## config.mk

```make
export PLATFORM = sky130hd
export DESIGN_NAME = ram_stream_reader
export DESIGN_NICKNAME = d
export VERILOG_FILES = /design/src/rtl/ram_stream_reader_pkg.sv /design/src/rtl/ram_stream_reader.sv
export SDC_FILE = /design/constraint.sdc
export NUM_CORES = 1
export LEC_CHECK = 0
export ABC_AREA = 1
export BUFFER_PORTS_ARGS = -buffer_cell sky130_fd_sc_hd__buf_2
export CORE_UTILIZATION = 51
export CTS_BUF_LIST = sky130_fd_sc_hd__clkbuf_8
export CTS_CLUSTER_SIZE = 30
export DETAILED_ROUTE_END_ITERATION = 10
export GPL_TIMING_DRIVEN = 0
export PLACE_DENSITY = 0.78
export SKIP_LAST_GASP = 1
export SLEW_MARGIN = 20
export SYNTH_ARGS = -nofsm -noshare
export SYNTH_HDL_FRONTEND = slang
export SYNTH_SLANG_ARGS = --single-unit
```

## constraint.sdc

```tcl
create_clock -name clk -period 1.6 [get_ports clk]
set_clock_uncertainty 0.2 [all_clocks]
set_input_delay 0.16 -clock clk [delete_from_list [all_inputs] [get_ports clk]]
set_output_delay 0.16 -clock clk [all_outputs]
set_load 0.01 [all_outputs]
```

## src/rtl/ram_stream_reader_pkg.sv

```systemverilog
// Shared definitions for the RAM reader, the RAM itself and the writer-side block.
package ram_stream_reader_pkg;

  localparam int unsigned default_addr_width = 3;
  localparam int unsigned default_data_width = 8;

  typedef enum logic {
    IDLE   = 1'b0,
    STREAM = 1'b1
  } state_e;

endpackage

```

## src/rtl/ram_stream_reader.sv

```systemverilog
// Streams a wrap-around address range out of the RAM read port onto a valid/ready
// output with a single registered output stage.
module ram_stream_reader
  import ram_stream_reader_pkg::*;
#(
  parameter int unsigned addr_width = default_addr_width,
  parameter int unsigned data_width = default_data_width
) (
  input  logic                  clk,
  input  logic                  rst,
  input  logic                  start,
  input  logic [addr_width-1:0] base_addr,
  input  logic [addr_width:0]   length,
  output logic                  busy,
  output logic                  done,
  output logic [addr_width-1:0] r_addr,
  input  logic [data_width-1:0] r_data,
  output logic [data_width-1:0] m_data,
  output logic                  m_valid,
  input  logic                  m_ready
);

  state_e                state_q, state_d;
  logic [addr_width-1:0] rd_ptr_q, rd_ptr_d;
  logic [addr_width:0]   remaining_q, remaining_d;
  logic [data_width-1:0] m_data_q, m_data_d;
  logic                  m_valid_q, m_valid_d;
  logic                  busy_q, busy_d;
  logic                  done_q, done_d;

  logic transfer;
  logic out_free;

  assign transfer = m_valid_q && m_ready;
  assign out_free = !m_valid_q || m_ready;

  // NOTE: every signal gets a default before the case so no latch can be inferred.
  always_comb begin
    state_d     = state_q;
    rd_ptr_d    = rd_ptr_q;
    remaining_d = remaining_q;
    m_data_d    = m_data_q;
    m_valid_d   = m_valid_q;
    busy_d      = busy_q;
    done_d      = 1'b0;

    unique case (state_q)
      IDLE: begin
        if (start) begin
          if (length != '0) begin
            rd_ptr_d    = base_addr;
            remaining_d = length;
            busy_d      = 1'b1;
            state_d     = STREAM;
          end else begin
            done_d = 1'b1;
          end
        end
      end

      STREAM: begin
        // A load also covers the case where the current word is leaving this cycle.
        if (out_free && remaining_q != '0) begin
          m_data_d    = r_data;
          m_valid_d   = 1'b1;
          rd_ptr_d    = rd_ptr_q + 1'b1;
          remaining_d = remaining_q - 1'b1;
        end else if (transfer && remaining_q == '0) begin
          m_valid_d = 1'b0;
          busy_d    = 1'b0;
          done_d    = 1'b1;
          state_d   = IDLE;
        end
      end

      default: state_d = IDLE;
    endcase
  end

  // NOTE: sequential state uses non-blocking assignments so all registers update together.
  always_ff @(posedge clk or posedge rst) begin
    if (rst) begin
      state_q     <= IDLE;
      rd_ptr_q    <= '0;
      remaining_q <= '0;
      m_data_q    <= '0;
      m_valid_q   <= 1'b0;
      busy_q      <= 1'b0;
      done_q      <= 1'b0;
    end else begin
      state_q     <= state_d;
      rd_ptr_q    <= rd_ptr_d;
      remaining_q <= remaining_d;
      m_data_q    <= m_data_d;
      m_valid_q   <= m_valid_d;
      busy_q      <= busy_d;
      done_q      <= done_d;
    end
  end

  assign r_addr  = rd_ptr_q;
  assign m_data  = m_data_q;
  assign m_valid = m_valid_q;
  assign busy    = busy_q;
  assign done    = done_q;

endmodule

```

==> out/results.txt, run 1 <==
crit path kind = reg -> reg
fillers = 128
GR Util All Layers = 0.2308
Design Power = 2.614 mW
total half-perimeter wirelength after legalization and detailed placement = 1.399 mm
cell with the most instances after synthesis = sky130_fd_sc_hd__nand2_1
total of max-cap violations = 0
path class of the lowest-slack min-delay path = in -> reg
number of buffers created by CTS = 3
global placement routability congestion = 0.7725
global-route wire length before repair = 3.477 mm
leading cell types by count after synthesis = 43 x sky130_fd_sc_hd__nand2_1, 19 x sky130_fd_sc_hd__dfrtp_1, 16 x sky130_fd_sc_hd__inv_1
share of Yosys cell area claimed by the top area cell type = 0.4750
Setup TNS Final = 0 ps
clock tree from TritonCTS = yes
number of enable-type register cells in the synthesized netlist = 0
Min Clock Period, post-route = 1508 ps
number of endpoints failing setup at the final stage = 0
vias after detailed routing = 934
overall overflow remaining after global route = 0
crit-path max FO = 10
largest net degree at the start of global routing = 20
total core area = 0.001783 mm2
starting density of the core = 0.5614
clk sinks = 19
Layout Cells excl Fill = 192
Sequential cell area = 475.5 um2
number of synthesized register bits = 19
share of the clock period used by the worst path = 0.9423
number of standard cells after synthesis = 120
worst setup slack after layout = 92.34 ps
register clock-pin slew on the reported worst setup and hold paths = 70 ps
maximum clock rate = 0.6633 GHz
overall die height = 46.30 um
Total Die Area = 0.002144 mm2
clock latency reported for the late side of the worst-skew pair = 250 ps
Post-Route Utilization = 0.7593
number of top-level pins = 33
number of diodes = 0
IO buf count = 32
area added between synthesis and finish = 35.25%
number of warning messages in the yosys log = 0
count of final hold-check violations = 0
fraction of registers with async set/reset = 1.000
post-route antenna net violation count = 0
normalized max-slew margin = 0.5289
sequential cell area fraction in the yosys report = 0.4750
remaining design rule violation count = 0
DRT iter0 DRCs = 16
synthesized area per cell = 8.341 um2
Final Net Count = 189
share of final-layout standard cells stronger than drive strength 1 = 0.3533
most common flop cell mapped by yosys = sky130_fd_sc_hd__dfrtp_1
iteration count of the initial detailed-routing pass = 4
cell taking the most area after synthesis = sky130_fd_sc_hd__dfrtp_1
standard-cell rows = 15
H-tree levels = 1
clock buffer depth = 2
clock root cell = sky130_fd_sc_hd__clkbuf_8
Vias/cell = 4.865
Routed WL per cell = 11.03 um
capturing element type of the critical path = flip-flop
ratio of total power to cell area = 1931 mW/mm2
critical path launch point type = flip-flop
VDD IR-drop max = 1.205 mV
endpoint required time on the critical path = 1590 ps
width of the chip = 46.30 um
number of global-route vias before repair = 863
area of the multi-input gates = 440.4 um2
pre-CTS WS = 8.617 ps
worst-margin pin slew = 705.9 ps
status = completed
WP data arrival = 1500 ps
main area contributors after synthesis = sky130_fd_sc_hd__dfrtp_1 48%, sky130_fd_sc_hd__nand2_1 16%, sky130_fd_sc_hd__o21ai_2 7.0%
Syn Std Cell Area = 0.001001 mm2
number of slew-limit violations in the final report = 0
Net Count, Synth = 141
number of cells in the design after placement = 177
total wire length = 2.118 mm
Lkg Pwr = 0.7492 nW
number of distinct library cell variants in the gate-level netlist after synthesis = 21
number of antenna violations at the first check in global routing = 0
==> cell families (layout without fill, tap and decap cells) <==
logic type,Yosys count,after routing,synth area share
AO/OA/AOI/OAI,17,17,0.1175
buffers and inverters,21,68,0.09626
flip-flops,19,19,0.4750
AND/OR/NAND/NOR,61,61,0.2863
adder cells (fa/ha/maj),2,2,0.02500
==> layout by cell type, fill, tap and decap left out <==
master                          instances
sky130_fd_sc_hd__o21ai_0                6
sky130_fd_sc_hd__o21ai_2                8
sky130_fd_sc_hd__nor2_1                 5
sky130_fd_sc_hd__nand2_2                1
sky130_fd_sc_hd__dfrtp_1               19
sky130_fd_sc_hd__inv_4                  1
sky130_fd_sc_hd__buf_2                 32
sky130_fd_sc_hd__ha_2                   1
sky130_fd_sc_hd__inv_1                 16
sky130_fd_sc_hd__dlygate4sd3_1          9
sky130_fd_sc_hd__nand2_4                1
sky130_fd_sc_hd__or2_2                  1
sky130_fd_sc_hd__nand3_1                4
sky130_fd_sc_hd__nand3_2                1
sky130_fd_sc_hd__ha_1                   1
sky130_fd_sc_hd__nand2_8                1
sky130_fd_sc_hd__nor2_4                 1
sky130_fd_sc_hd__buf_4                  2
sky130_fd_sc_hd__or2_1                  1
sky130_fd_sc_hd__o21ai_1                2
sky130_fd_sc_hd__buf_6                  2
sky130_fd_sc_hd__inv_2                  3
sky130_fd_sc_hd__nand2_1               43
sky130_fd_sc_hd__nand3_4                1
sky130_fd_sc_hd__nand4_1                1
sky130_fd_sc_hd__clkbuf_8               3
sky130_fd_sc_hd__o31ai_1                1
==> final cells by class <==
type,count,area share
plain buffers,2,0.01664
repair buffers,43,0.1959
clock buffers,3,0.03050
inverters,19,0.05453
well taps,25,0.02311
flip-flops and latches,19,0.3512
clock inverters,1,0.002773
multi-input cells,80,0.3253
==> registers in the layout (all words and copies together) (netlist names) <==
register	flops
state_q	1
done	1
m_data	8
r_addr	3
remaining_q	4
m_valid	1
busy	1
==> worst paths after layout <==
kind	slack [ps]	depth (start not counted)	from	end
setup / recovery	90	7	remaining_q[0]	m_data[6]
hold / removal	3	5	base_addr[2]	r_addr[2]
setup reg to reg	90	7	remaining_q[0]	m_data[6]
hold reg to reg	280	2	m_data[0]	m_data[0]
max in group asynchronous	400	3	rst	r_addr[2]
min in group asynchronous	360	3	rst	m_data[4]
==> worst max-delay path: stages (launching register included) <==
cell and delay (ps):
sky130_fd_sc_hd__dfrtp_1 390, sky130_fd_sc_hd__inv_2 80, sky130_fd_sc_hd__ha_2 210, sky130_fd_sc_hd__nand3_2 120, sky130_fd_sc_hd__nand3_4 140, sky130_fd_sc_hd__buf_6 190, sky130_fd_sc_hd__nand2_2 60, sky130_fd_sc_hd__o21ai_2 50
==> stage by stage <==
stage	area, um2	hold slack [ps]
6_report	1354	2.875
5_1_grt	1354	39.65
4_1_cts	1345	4.203
3_5_place_dp	1192	112.2
3_3_place_gp	1192	106.8
2_1_floorplan	1001	-88.87
==> what timing repair did <==
action	CTS	global route
setup endpoints to repair	4	5
buffers inserted	2	0
pin swaps	0	0
hold buffers	9	0
endpoints found under the hold margin	27	0
resized for setup	1	2
==> per-layer routing <==
layer	vias up	GRT usage	routed length, um
met5	-	0	0
met4	0	0.07059	26
met3	4	0.05098	71
met2	21	0.4028	1121
met1	446	0.2783	899
li1	463	-	-
==> report_power, final <==
part | switching [mW] | total [mW] | internal (mW)
Clock | 0.157 | 0.327 | 0.171
Combinational | 0.828 | 1.42 | 0.591
Sequential | 0.153 | 0.868 | 0.715
Power figures use the tool's default switching activity.
==> run 2: changes to the inputs <==
--- a/config.mk
+++ b/config.mk
@@ -5,14 +5,13 @@
 export SDC_FILE = /design/constraint.sdc
 export NUM_CORES = 1
 export LEC_CHECK = 0
-export ABC_AREA = 1
 export BUFFER_PORTS_ARGS = -buffer_cell sky130_fd_sc_hd__buf_2
-export CORE_UTILIZATION = 51
-export CTS_BUF_LIST = sky130_fd_sc_hd__clkbuf_8
+export CORE_UTILIZATION = 47
+export CTS_BUF_LIST = sky130_fd_sc_hd__clkbuf_8 sky130_fd_sc_hd__clkbuf_16
 export CTS_CLUSTER_SIZE = 30
 export DETAILED_ROUTE_END_ITERATION = 10
 export GPL_TIMING_DRIVEN = 0
-export PLACE_DENSITY = 0.78
+export PLACE_DENSITY = 0.74
 export SKIP_LAST_GASP = 1
 export SLEW_MARGIN = 20
 export SYNTH_ARGS = -nofsm -noshare
==> run 2 against run 1 <==
Compared with the run above:
- the run now ends with setup timing left
- sequential power grew 3.1%
- setup slack got worse by 310 ps
- die area shrank 0.54%
- critical endpoint is now m_data[7]
- design area up 3.0%
==> out/results.txt, run 2 <==
critical path launch point type = flip-flop
total core area = 0.001783 mm2 (unchanged)
cell at the slowest stage of the critical path = sky130_fd_sc_hd__or3b_4
total wire length = 2.376 mm (+12%)
number of global-route vias before repair = 783 (-9.3%)
Routed WL per cell = 14.94 um (+35%)
number of endpoints failing setup at the final stage = 15 (+15)
number of standard cells after synthesis = 80 (-33%)
main area contributors after synthesis = sky130_fd_sc_hd__dfrtp_1 52%, sky130_fd_sc_hd__mux2_2 9.8%, sky130_fd_sc_hd__ha_1 2.7%
number of diodes = 0 (unchanged)
status = finished, violations left
ratio of total power to cell area = 1924 mW/mm2 (-0.35%)
number of enable-type register cells in the synthesized netlist = 0 (unchanged)
vias after detailed routing = 849 (-9.1%)
overall die height = 46.18 um (-0.27%)
max FFs per register = 8 (unchanged)
synthesized area per cell = 11.46 um2 (+37%)
overall overflow remaining after global route = 0 (unchanged)
most common flop cell mapped by yosys = sky130_fd_sc_hd__dfrtp_1
largest net degree at the start of global routing = 20 (unchanged)
setup slack, reg-to-reg = -220 ps (-310 ps)
starting density of the core = 0.5144 (-0.04702)
global-route wire length before repair = 3.332 mm (-4.2%)
commonest cells after routing, fill and taps aside = 33 x sky130_fd_sc_hd__buf_2, 19 x sky130_fd_sc_hd__dfrtp_1, 11 x sky130_fd_sc_hd__dlygate4sd3_1, 8 x sky130_fd_sc_hd__mux2_4, 6 x sky130_fd_sc_hd__buf_4
number of synthesized register bits = 19 (unchanged)
count of final hold-check violations = 0 (unchanged)
crit path kind = reg -> reg
cell with the most instances after synthesis = sky130_fd_sc_hd__dfrtp_1
share of final-layout standard cells stronger than drive strength 1 = 0.4627 (+0.1094)
Design Power = 2.682 mW (+2.6%)
Final Net Count = 156 (-17%)
fillers = 111 (-13%)
WP data arrival = 1760 ps (+260 ps)
VDD IR-drop max = 1.181 mV (-2.0%)
cell taking the most area after synthesis = sky130_fd_sc_hd__dfrtp_1
endpoint required time on the critical path = 1540 ps (-50 ps)
Net Count, Synth = 101 (-28%)
number of distinct library cell variants in the gate-level netlist after synthesis = 36 (+71%)
number of antenna violations at the first check in global routing = 0 (unchanged)
pre-CTS WS = -270.9 ps (-279.5 ps)
share of Yosys cell area claimed by the top area cell type = 0.5184 (+0.04342)
total of max-cap violations = 0 (unchanged)
Min Clock Period, post-route = 1818 ps (+309.9 ps)
RSZ-0062 raised after global routing = yes
Setup TNS Final = -2750 ps (-2750 ps)
Total Die Area = 0.002132 mm2 (-0.54%)
width of the chip = 46.18 um (-0.27%)
DRT iter0 DRCs = 15 (-1)
total half-perimeter wirelength after legalization and detailed placement = 1.324 mm (-5.4%)
path class of the lowest-slack min-delay path = in -> reg
clock buffer depth = 2 (unchanged)
clock latency reported for the late side of the worst-skew pair = 250 ps (about the same)
standard-cell rows = 15 (unchanged)
number of warning messages in the yosys log = 0 (unchanged)
H-tree levels = 1 (unchanged)
clk sinks = 19 (unchanged)
global placement routability congestion = 0.7405 (-4.1%)
Lkg Pwr = 0.6781 nW (-9.5%)
maximum clock rate = 0.5502 GHz (-17%)
remaining design rule violation count = 0 (unchanged)
number of top-level pins = 33 (unchanged)
worst-margin pin slew = 699.8 ps (-6.075 ps)
capturing element type of the critical path = flip-flop
number of slew-limit violations in the final report = 0 (unchanged)
number of buffers created by CTS = 3 (unchanged)
GR Util All Layers = 0.2273 (-0.003484)
Cell Chain, Critical Path = inv_2 -> ha_4 -> or3b_4 -> nand3_4 -> mux2_4
leading cell types by count after synthesis = 19 x sky130_fd_sc_hd__dfrtp_1, 8 x sky130_fd_sc_hd__mux2_2, 6 x sky130_fd_sc_hd__inv_1
most frequent standard cell in the layout excluding fill and tap cells = sky130_fd_sc_hd__buf_2
largest delay contributor family on the critical path = simple AND/OR/NAND/NOR gates
violations in the final reports = setup timing
Vias/cell = 5.340 (+9.8%)
share of the clock period used by the worst path = 1.136 (+0.1937)
register clock-pin slew on the reported worst setup and hold paths = 70 ps (about the same)
area added between synthesis and finish = 51.98%
clock tree from TritonCTS = yes
number of buffer and inverter instances along the worst setup path = 1 (-1)
Syn Std Cell Area = 917.1 um2 (-8.4%)
worst setup slack after layout = -217.5 ps (-309.9 ps)
crit-path max FO = 5 (-5)
sequential cell area fraction in the yosys report = 0.5184 (+0.04342)
critical path's largest stage delay = 420 ps (+30 ps)
post-route antenna net violation count = 0 (unchanged)
normalized max-slew margin = 0.5330 (+0.004054)
clock root cell = sky130_fd_sc_hd__clkbuf_8
fraction of registers with async set/reset = 1.000 (unchanged)
iteration count of the initial detailed-routing pass = 4 (unchanged)
IO buf count = 32 (unchanged)
-- run 2: changes by cell type after synthesis, sizes merged, moves of 3 or more --
cell	change
nor2	-3
nand3	-4
mux2	+8
o21ai	-13
a21oi	+4
nand2	-44
inv	-12
-- run 2: stage by stage --
stage / hold WS, ps / area (um2) / cells / util
3_3_place_gp: 99.07 / 1126 / 137 / 0.6316
5_1_grt: 22.83 / 1394 / 159 / 0.7818
6_report: 20.90 / 1394 / 159 / 0.7818
2_1_floorplan: -88.87 / 934.6 / 80 / -
3_5_place_dp: 103.8 / 1126 / 137 / 0.6316
4_1_cts: 5.795 / 1356 / 157 / 0.7607
-- run 2: logic make-up after synthesis --
logic type,after synthesis,synth area share
buf+inv,10,0.05320
fa+ha+maj,2,0.02728
mux,10,0.1201
flops,19,0.5184
simple gates,19,0.1214
compound gates,20,0.1596
-- run 2: area by class of cell --
| type | instances | area, um2 | share of cell area |
|---|---|---|---|
| Clock inverter | 1 | 3.754 | 0.002693 |
| Inverter | 7 | 26.28 | 0.01885 |
| Clock buffer | 3 | 41.29 | 0.02962 |
| Multi-Input combinational cell | 52 | 479.2 | 0.3438 |
| Timing Repair Buffer | 49 | 312.8 | 0.2244 |
| Tap cell | 25 | 31.28 | 0.02244 |
| Sequential cell | 19 | 475.5 | 0.3411 |
| Buffer | 3 | 23.77 | 0.01706 |
-- run 2: per-layer routing --
layer  up-vias  global-route usage  routed length [um]
met5         -                   0                   0
met4         0             0.03529                  26
met3         4             0.07059                  67
met2        22              0.4056                1293
met1       418              0.2707                 989
li1        405                   -                   -
-- run 2: repair_timing --
action / 4_1_cts / 5_1_grt
endpoints found under the hold margin: 29 / 0
gates cloned: 2 / 0
endpoints found under the setup margin: 16 / 15
hold buffers: 11 / 0
resized for setup: 9 / 5
pin swaps: 6 / 2
setup buffers: 3 / 2
-- run 2: tightest hold or removal path, stage by stage --
cell,delay (ps)
sky130_fd_sc_hd__buf_2,100
sky130_fd_sc_hd__a211oi_2,60
sky130_fd_sc_hd__a21oi_1,110
-- run 2: power by group --
| part | internal [mW] | switching [mW] |
|---|---|---|
| Sequential | 0.711 | 0.184 |
| Clock | 0.170 | 0.147 |
| Combinational | 0.785 | 0.685 |
-- run 2: worst paths after layout --
path / start / endpoint / cells after the start
max in group asynchronous: rst / r_addr[1] / 3
worst min register to register: busy / busy / 1
worst max-delay path: remaining_q[0] / m_data[7] / 5
worst min-delay path: length[1] / remaining_q[1] / 3
worst max register to register: remaining_q[0] / m_data[7] / 5
min in group asynchronous: rst / m_data[2] / 3
==> run 3: changes to the inputs <==
--- a/config.mk
+++ b/config.mk
@@ -6,12 +6,13 @@
 export NUM_CORES = 1
 export LEC_CHECK = 0
 export BUFFER_PORTS_ARGS = -buffer_cell sky130_fd_sc_hd__buf_2
+export CORE_MARGIN = 4
 export CORE_UTILIZATION = 47
 export CTS_BUF_LIST = sky130_fd_sc_hd__clkbuf_8 sky130_fd_sc_hd__clkbuf_16
 export CTS_CLUSTER_SIZE = 30
 export DETAILED_ROUTE_END_ITERATION = 10
 export GPL_TIMING_DRIVEN = 0
-export PLACE_DENSITY = 0.74
+export PLACE_DENSITY = 0.79
 export SKIP_LAST_GASP = 1
 export SLEW_MARGIN = 20
 export SYNTH_ARGS = -nofsm -noshare
==> run 3 against run 2 <==
Compared with the run above:
- die area up 28%
- the run still ends with setup timing left
- total power up 9.3%
- wire length up 25%
- critical path depth up 2
- via count up 6.8%
- first-iteration DRC count up 100%
- setup slack worse by 68 ps
- global-route usage up 0.29 points
- fmax down 3.6%
- final cell count up 3.1%
==> out/results.txt, run 3 (synthesized netlist as in run 2, its figures left out) <==
count of final hold-check violations = 0 (unchanged)
clk sinks = 19 (unchanged)
post-route antenna net violation count = 0 (unchanged)
clock tree from TritonCTS = yes
overall overflow remaining after global route = 0 (unchanged)
switching power of the nets = 1.164 mW (+15%)
width of the chip = 52.18 um (+13%)
hold-critical path depth = 3 (unchanged)
IO buf count = 32 (unchanged)
status = finished, violations left
endpoint required time on the critical path = 1550 ps (about the same)
Vias/cell = 5.530 (+3.6%)
critical path launch point type = flip-flop
CP dominant cell by count = sky130_fd_sc_hd__buf_6
clock buffer depth = 2 (unchanged)
Lkg Pwr = 0.7097 nW (+4.7%)
global-route wire length before repair = 4.533 mm (+36%)
internal power = 1.767 mW (+6.1%)
number of diodes = 0 (unchanged)
R2R depth = 7 (+2)
number of top-level pins = 33 (unchanged)
cell at the slowest stage of the critical path = sky130_fd_sc_hd__dfrtp_1
worst reg2reg startpoint = remaining_q[1]
setup slack, reg-to-reg = -290 ps (-70 ps)
total half-perimeter wirelength after legalization and detailed placement = 1.530 mm (+16%)
commonest cells after routing, fill and taps aside = 32 x sky130_fd_sc_hd__buf_2, 19 x sky130_fd_sc_hd__dfrtp_1, 11 x sky130_fd_sc_hd__buf_4, 11 x sky130_fd_sc_hd__dlygate4sd3_1, 8 x sky130_fd_sc_hd__mux2_4
worst-case hold path end point = done
DRT iter0 DRCs = 30 (+15)
Design Power = 2.931 mW (+9.3%)
clock root cell = sky130_fd_sc_hd__clkbuf_8
sequential group share of total power = 0.309 (-0.025)
Setup TNS Final = -3211 ps (-460.8 ps)
share of total power in the clock network = 0.117 (about the same)
iteration count of the initial detailed-routing pass = 4 (unchanged)
global placement routability congestion = 0.8418 (+14%)
H-tree levels = 1 (unchanged)
part of the power in combinational logic = 0.574 (+0.026)
area of the multi-input gates = 494.2 um2 (+3.1%)
crit-path max FO = 6 (+1)
RSZ-0062 raised after global routing = yes
starting density of the core = 0.5144 (unchanged)
overall die height = 52.18 um (+13%)
violations in the final reports = setup timing
number of endpoints failing setup at the final stage = 16 (+1)
Routed WL per cell = 18.10 um (+21%)
total core area = 0.001783 mm2 (unchanged)
maximum clock rate = 0.5304 GHz (-3.6%)
total wire length = 2.969 mm (+25%)
GR Util All Layers = 0.2302 (+0.002864)
capturing element type of the critical path = flip-flop
crit path kind = reg -> reg
ratio of total power to cell area = 2016 mW/mm2 (+4.8%)
vias after detailed routing = 907 (+6.8%)
clock latency reported for the late side of the worst-skew pair = 260 ps (about the same)
number of slew-limit violations in the final report = 0 (unchanged)
number of antenna violations at the first check in global routing = 0 (unchanged)
most frequent standard cell in the layout excluding fill and tap cells = sky130_fd_sc_hd__buf_2
worst-margin pin slew = 692.6 ps (-7.132 ps)
Min Clock Period, post-route = 1885 ps (+67.89 ps)
WP data arrival = 1830 ps (+70 ps)
Sw Ratio = 0.3972 (+0.01832)
Sequential cell area = 475.5 um2 (unchanged)
Final Net Count = 161 (+3.2%)
largest net degree at the start of global routing = 20 (unchanged)
remaining design rule violation count = 0 (unchanged)
share of final-layout standard cells stronger than drive strength 1 = 0.5036 (+0.04091)
standard-cell rows = 15 (unchanged)
Cell Chain, Critical Path = inv_2 -> ha_4 -> nor3b_4 -> o32a_1 -> buf_6 -> buf_6 -> o22a_1
register clock-pin slew on the reported worst setup and hold paths = 70 ps (about the same)
number of buffers created by CTS = 3 (unchanged)
worst setup slack after layout = -285.4 ps (-67.89 ps)
area added between synthesis and finish = 58.53%
share of the clock period used by the worst path = 1.178 (+0.04243)
critical path's largest stage delay = 380 ps (-40 ps)
VDD IR-drop max = 1.179 mV (-0.16%)
number of global-route vias before repair = 918 (+17%)
fillers = 99 (-11%)
total of max-cap violations = 0 (unchanged)
Total Die Area = 0.002722 mm2 (+28%)
RR Endpoint = remaining_q[2]
normalized max-slew margin = 0.5377 (+0.004761)
path class of the lowest-slack min-delay path = in -> reg
startpoint of the tightest hold check path = length[2]
max FFs per register = 8 (unchanged)
==> run 3: worst max path at each step <==
stage                   startpoint        endpoint  cells past startpoint
finish              remaining_q[1]  remaining_q[2]                      7
global route        remaining_q[1]       r_addr[0]                      8
CTS                 remaining_q[1]  remaining_q[2]                      7
detailed placement  remaining_q[1]       m_data[5]                      5
global placement    remaining_q[1]       m_data[4]                      5
floorplan           remaining_q[1]       m_data[0]                      5
==> run 3: timing repair <==
action,4_1_cts,5_1_grt
cloned,1,0
endpoints found under the hold margin,29,0
endpoints found under the setup margin,16,15
hold buffers,11,0
setup buffers,7,4
gates resized for setup,17,3
pin swaps,5,2
==> run 3: critical path: cells and delay by family, from the launching register on <==
kind | cells | cell delay (ps)
buffers and inverters | 3 | 350
AOI/OAI and AO/OA | 2 | 540
DFF | 1 | 380
adders and majority gates | 1 | 160
and+or+nand+nor | 1 | 140
==> run 3: cell type report <==
type	instances	area share
flip-flops and latches	19	0.3270
clock buffers	3	0.02840
clock inverters	1	0.003442
inverters	7	0.01807
well taps	25	0.02151
repair buffers	54	0.2453
plain buffers	3	0.01635
multi-input cells	52	0.3399
==> run 3: power groups by stage <==
stage                     Sequential, mW  Clock [mW]  Combinational, mW
after global routing               0.931       0.369               1.78
after CTS                          0.875       0.339               1.50
after detailed placement           0.867           0               1.16
after global placement             0.848           0               1.12
final                              0.905       0.343               1.68
after floorplan                    0.927           0              0.752
==> run 3: layer usage <==
layer  vias to the layer above  track usage  wire length (um)
li1                        409            -                 -
met1                       434       0.2732              1114
met2                        56       0.4121              1519
met3                         8      0.03989               249
met4                         0      0.08511                85
met5                         -            0                 0
==> run 3: per-stage QoR <==
stage	instances	setup WS, ps	util	hold slack, ps	cell area (um2)
after floorplan	80	-164.5	-	-88.87	934.6
after global placement	137	-236.0	0.6316	98.59	1126
after detailed placement	137	-261.0	0.6316	112.0	1126
after CTS	160	-264.8	0.7902	3.151	1409
after global routing	164	-336.6	0.8154	29.58	1454
final	164	-285.4	0.8154	14.46	1454
